$ cat src/rtl/minirisc_stack_pkg.sv
// Shared types and helpers for the MiniRISC context stack engine.
// Holds the FSM encoding, op codes and the words-per-context ceiling divide.
package minirisc_stack_pkg;

    typedef enum logic [1:0] {
        ST_IDLE = 2'd0,
        ST_XFER = 2'd1,
        ST_DONE = 2'd2
    } state_t;

    localparam logic OP_PUSH = 1'b0;
    localparam logic OP_POP  = 1'b1;

    function automatic int ceil_div(input int num, input int den);
        return (num + den - 1) / den;
    endfunction

endpackage

$ cat src/rtl/ctx_stack_engine.sv
// Context save/restore engine: pushes/pops {flags, pc} over the master bus, one word per granted cycle.
// Latency N_WORDS+1 cycles from start to done with grant held high; grant loss stalls with bus_req held.
module ctx_stack_engine
    import minirisc_stack_pkg::*;
#(
    parameter int                DATA_W      = 8,
    parameter int                ADDR_W      = 8,
    parameter int                PC_W        = 8,
    parameter int                FLAG_W      = 6,
    parameter logic [ADDR_W-1:0] STACK_BASE  = 8'hFF,
    parameter logic [ADDR_W-1:0] STACK_LIMIT = 8'hC0
) (
    input  logic              clk,
    input  logic              rst_n,
    input  logic              start,
    input  logic              op_pop,
    input  logic [PC_W-1:0]   pc_in,
    input  logic [FLAG_W-1:0] flags_in,
    output logic [PC_W-1:0]   pc_out,
    output logic [FLAG_W-1:0] flags_out,
    output logic              busy,
    output logic              done,
    output logic              ovf_err,
    output logic              unf_err,
    output logic [ADDR_W-1:0] sp,
    output logic [ADDR_W-1:0] depth,
    input  logic              sp_wr,
    input  logic [ADDR_W-1:0] sp_din,
    output logic              bus_req,
    input  logic              bus_grant,
    output logic [ADDR_W-1:0] bus_addr,
    output logic              bus_wr,
    output logic              bus_rd,
    output logic [DATA_W-1:0] bus_dout,
    input  logic [DATA_W-1:0] bus_din
);

    localparam int N_WORDS = ceil_div(PC_W + FLAG_W, DATA_W);
    localparam int CTX_W   = N_WORDS * DATA_W;
    localparam int CNT_W   = (N_WORDS > 1) ? $clog2(N_WORDS) : 1;

    state_t            state_q, state_d;
    logic              op_q, op_d;
    logic [CNT_W-1:0]  cnt_q, cnt_d;
    logic [CTX_W-1:0]  ctx_q, ctx_d;
    logic [ADDR_W-1:0] sp_q, sp_d;
    logic [PC_W-1:0]   pc_out_q, pc_out_d;
    logic [FLAG_W-1:0] flags_out_q, flags_out_d;
    logic              ovf_q, ovf_d;
    logic              unf_q, unf_d;
    logic              push_ok, pop_ok, last_word;
    int                widx;

    // One extra address bit keeps the bounds checks free of wrap-around.
    assign push_ok   = {1'b0, sp_q} >= ({1'b0, STACK_LIMIT} + (ADDR_W+1)'(N_WORDS - 1));
    assign pop_ok    = ({1'b0, sp_q} + (ADDR_W+1)'(N_WORDS)) <= {1'b0, STACK_BASE};
    assign last_word = (cnt_q == CNT_W'(N_WORDS - 1));

    always_comb begin
        state_d     = state_q;
        op_d        = op_q;
        cnt_d       = cnt_q;
        ctx_d       = ctx_q;
        sp_d        = sp_q;
        pc_out_d    = pc_out_q;
        flags_out_d = flags_out_q;
        ovf_d       = ovf_q;
        unf_d       = unf_q;
        bus_req     = 1'b0;
        bus_wr      = 1'b0;
        bus_rd      = 1'b0;
        bus_addr    = '0;
        bus_dout    = '0;
        widx        = 0;
        case (state_q)
            ST_IDLE: begin
                ovf_d = 1'b0;
                unf_d = 1'b0;
                if (sp_wr) begin
                    sp_d = sp_din;
                end else if (start) begin
                    cnt_d = '0;
                    if (op_pop == OP_POP) begin
                        op_d  = OP_POP;
                        ctx_d = '0;
                        if (pop_ok) state_d = ST_XFER;
                        else begin
                            unf_d   = 1'b1;
                            state_d = ST_DONE;
                        end
                    end else begin
                        op_d  = OP_PUSH;
                        ctx_d = CTX_W'({flags_in, pc_in});
                        if (push_ok) state_d = ST_XFER;
                        else begin
                            ovf_d   = 1'b1;
                            state_d = ST_DONE;
                        end
                    end
                end
            end
            ST_XFER: begin
                bus_req = 1'b1;
                if (bus_grant) begin
                    if (op_q == OP_PUSH) begin
                        bus_wr   = 1'b1;
                        bus_addr = sp_q;
                        bus_dout = ctx_q[cnt_q*DATA_W +: DATA_W];
                        sp_d     = sp_q - ADDR_W'(1);
                    end else begin
                        // Pop returns the highest word first, so fill from the top down.
                        widx     = N_WORDS - 1 - int'(cnt_q);
                        bus_rd   = 1'b1;
                        bus_addr = sp_q + ADDR_W'(1);
                        sp_d     = sp_q + ADDR_W'(1);
                        ctx_d[widx*DATA_W +: DATA_W] = bus_din;
                        if (last_word) begin
                            pc_out_d    = ctx_d[PC_W-1:0];
                            flags_out_d = ctx_d[PC_W +: FLAG_W];
                        end
                    end
                    cnt_d = cnt_q + CNT_W'(1);
                    if (last_word) state_d = ST_DONE;
                end
            end
            ST_DONE: begin
                state_d = ST_IDLE;
            end
            default: begin
                state_d = ST_IDLE;
            end
        endcase
    end

    always_ff @(posedge clk or negedge rst_n) begin
        if (!rst_n) begin
            state_q     <= ST_IDLE;
            op_q        <= OP_PUSH;
            cnt_q       <= '0;
            ctx_q       <= '0;
            sp_q        <= STACK_BASE;
            pc_out_q    <= '0;
            flags_out_q <= '0;
            ovf_q       <= 1'b0;
            unf_q       <= 1'b0;
        end else begin
            state_q     <= state_d;
            op_q        <= op_d;
            cnt_q       <= cnt_d;
            ctx_q       <= ctx_d;
            sp_q        <= sp_d;
            pc_out_q    <= pc_out_d;
            flags_out_q <= flags_out_d;
            ovf_q       <= ovf_d;
            unf_q       <= unf_d;
        end
    end

    assign done      = (state_q == ST_DONE);
    assign busy      = (state_q != ST_IDLE);
    assign ovf_err   = done & ovf_q;
    assign unf_err   = done & unf_q;
    assign sp        = sp_q;
    assign depth     = STACK_BASE - sp_q;
    assign pc_out    = pc_out_q;
    assign flags_out = flags_out_q;

endmodule
$ cat config.mk
export PLATFORM = sky130hd
export DESIGN_NAME = ctx_stack_engine
export DESIGN_NICKNAME = d
export VERILOG_FILES = /design/src/rtl/minirisc_stack_pkg.sv /design/src/rtl/ctx_stack_engine.sv
export SDC_FILE = /design/constraint.sdc
export NUM_CORES = 1
export LEC_CHECK = 0
export CORE_AREA = 2 2 90 92
export CTS_CLUSTER_DIAMETER = 50
export DETAILED_ROUTE_END_ITERATION = 7
export DIE_AREA = 0 0 92 94
export PLACE_DENSITY = 0.65
export RECOVER_POWER = 50
export SETUP_SLACK_MARGIN = 0.02
export SYNTH_ARGS = -nofsm -noshare
export SYNTH_HDL_FRONTEND = slang
export SYNTH_SLANG_ARGS = --single-unit
$ cat constraint.sdc
create_clock -name clk -period 2 [get_ports clk]
set_clock_uncertainty 0.2 [all_clocks]
set_input_delay 0.3 -clock clk [delete_from_list [all_inputs] [get_ports clk]]
set_output_delay 0.3 -clock clk [all_outputs]
set_load 0.02 [all_outputs]
==> impl_metrics.tcl <==
set metrics [dict create \
    ctsLongestPathBuffers 2 \
    gr-usage-met3_pct 2.970 \
    hpwl_um 5897 \
    syn-cell-area_mm2 0.002604 \
    final_core_util_pct 59.38 \
    synth_area_leaders "dfrtp_1 (35%), dfstp_2 (8.1%), mux2_2 (6.5%)" \
    ys_types 50 \
    period_share_pct 116.1 \
    p_clk_share_pct 8.5 \
    hold_viol 0 \
    die_area_mm2 0.008648 \
    final_area_mm2 0.004517 \
    antenna_cells 0 \
    num_rows 32 \
    synth_edf_count 0 \
    ios 89 \
    grtUsageTotal_pct 19.17 \
    ys_seq_area_share_pct 42.67 \
    critical_path_arrival_ps 1820 \
    cp_slowest_cell "dfstp_2" \
    synth_ff_type "dfrtp_1" \
    area_growth_pct 73.47 \
    critical-path-max-stage-delay_ps 600 \
    grt_start_max_net_pins 25 \
    fmax_ghz 0.4307 \
    path_class "flip-flop to output port" \
    finalWirelength_um 8295 \
    p_sw_share_pct 43.69 \
    wl_per_cell_um 16.08 \
    p_leak_nw 2.027 \
    outcome "finished with violations" \
    yosys_warnings 0 \
    syn_inst 265 \
    pwr-share-seq_pct 25.1 \
    cp.required_ps 1500 \
    grt_pass1_vias 2664 \
    final_layout_size_suffix_gt1_share_pct 44.93 \
    start_kind "flip-flop" \
    drt_iter0_drc 122 \
    p_int_mw 3.715 \
    cts_buffers 5 \
    fp.dieH_um 94 \
    crit_path_end_kind "output port" \
    cts_sinks 44 \
    postPlaceCellArea_mm2 0.004075 \
    holdWs_ps 268.3 \
    synth.ff_latch_count 44 \
    grt_pass1_wl_um 13140 \
    nets 456 \
    tritoncts "built" \
    syn-num-nets 308 \
    clk_latency_ps 290 \
    drtPass1Iterations 4 \
    relSlewSlack_pct 22.63 \
    portBuffers 88 \
    grt.met2_usage_pct 31.99 \
    busiest_layer "met2" \
    yosysTopAreaCellShare_pct 34.60 \
    path_max_fanout 4 \
    grt_overflow 0 \
    p_switching_mw 2.883 \
    use_met1_pct 26.63 \
    fin_ws_ps -321.5 \
    rsz0062_at_grt "true" \
    drt.antenna.violating_nets 0 \
    setup_viol 16 \
    via_per_inst 5.116 \
    initial_core_util_pct 34.23 \
    routabilityCongestion 0.8463 \
    antenna_found_initial 0 \
    yosysTopAreaCell "dfrtp_1" \
    via_count 2640 \
    async_flop_share_pct 100.0 \
    yosys.cell_count.top_type "dfrtp_1" \
    failed_checks "negative setup slack" \
    clk_pin_slew_ps 90 \
    cts_htree_levels 2 \
    pwr-share-comb_pct 66.3 \
    crit_chain "ha_4, nand4_1, or3_4, a21oi_4, buf_6" \
    hold_class "flip-flop to flip-flop" \
    die_x_um 92 \
    drt_drc_violations_left 0 \
    fin_total_pwr_mw 6.598 \
    maxCapViolCount 0 \
    worst_slew_pin_slew_ps 1161 \
    netlist_top_cells_count "dfrtp_1 (36), nor2_1 (26), nand2_1 (21)" \
    power_density_mw_per_mm2 1461 \
    tns_ps -3389 \
    peakVddDrop_mv 0.6964 \
    drv_slew 0 \
    avgSynthCellArea_um2 9.825 \
    core-area_mm2 0.007607 \
    fin_crit_ps 2322 \
    cts_root_buf "clkbuf_8" \
]
## logic make-up after synthesis
logic type | after synthesis | synth area share, %
AO/OA/AOI/OAI | 67 | 18.93
XOR/XNOR | 7 | 2.355
adder cells (fa/ha/maj) | 7 | 3.364
buffers and inverters | 32 | 5.814
flip-flops | 44 | 42.67
multiplexers | 24 | 9.947
AND/OR/NAND/NOR | 84 | 16.91
## layer usage
metal | vias up | part of all wire, % | wire length [um]
met5 | - | 0 | 0
li1 | 1257 | - | -
met1 | 1283 | 45 | 3728
met4 | 0 | 0.41 | 34
met3 | 4 | 6.1 | 502
met2 | 96 | 49 | 4030
## power by group through the flow
stage | registers [mW] | clock network, mW | logic, mW
2_1_floorplan | 1.85 | 0 | 1.89
3_3_place_gp | 1.63 | 0 | 3.90
3_5_place_dp | 1.64 | 0 | 3.95
4_1_cts | 1.65 | 0.575 | 4.16
5_1_grt | 1.71 | 0.608 | 4.69
6_report | 1.66 | 0.562 | 4.38
## placed cells by master (no fill, tap or decap), drive strengths merged, types with 11 or more instances in the layout
cell,netlist,final
buf,8,93
clkdlybuf4s50,0,37
dfrtp,36,36
nor2,26,26
nand2,21,21
mux2,15,15
a22oi,14,14
o2bb2ai,14,14
dlygate4sd2,0,13
dlygate4sd3,0,11
inv,13,11
## critical path: cells and delay by family, from the launching register on
kind / cells / cell delay, ps
adder cells (fa/ha/maj): 1 / 150
flip-flops: 1 / 600
AND/OR/NAND/NOR: 2 / 520
AO/OA/AOI/OAI: 1 / 120
buffers and inverters: 1 / 120
## registers in the layout, indices dropped and copies added, names as in the netlist
register,cells
cnt_q,1
ctx_q,16
flags_out,6
op_q,1
ovf_q,1
pc_out,8
sp,8
state_q,2
unf_q,1
## cell type report
type	count	area, um^2
repair buffers	159	1450
flip-flops and latches	44	1112
inverters	13	58.81
fillers	643	3090
well taps	102	127.6
clock inverters	1	8.758
clock buffers	7	76.32
multi-input cells	190	1683
## per-stage QoR
stage / instances / setup slack, ps
after detailed placement: 494 / -584.4
after CTS: 513 / -352.7
after floorplan: 265 / -136.9
final: 516 / -321.5
after global routing: 516 / -376.8
after global placement: 494 / -544.3
## worst paths after layout
path,slack [ps],startpoint,to,cells past startpoint
min in group asynchronous,550,rst_n,pc_out[6]$_DFFE_PN0P_,2
max in group asynchronous,170,rst_n,sp[4]$_DFFE_PN1P_,3
worst min-delay path,270,unf_q$_DFFE_PN0P_,unf_q$_DFFE_PN0P_,2
worst min register to register,270,unf_q$_DFFE_PN0P_,unf_q$_DFFE_PN0P_,2
worst max register to register,-290,sp[2]$_DFFE_PN1P_,state_q[0]$_DFFE_PN0P_,9
worst max-delay path,-320,sp[1]$_DFFE_PN1P_,bus_addr[6],5
## what timing repair did
item                                    CTS  global route
setup buffers                             9             5
resized for setup                       166            53
hold endpoints to repair                 16             0
endpoints found under the setup margin   63            46
pin swaps                                11            18
cloned                                    1             0
hold buffers                              1             0
(Power assumes the default switching activity.)
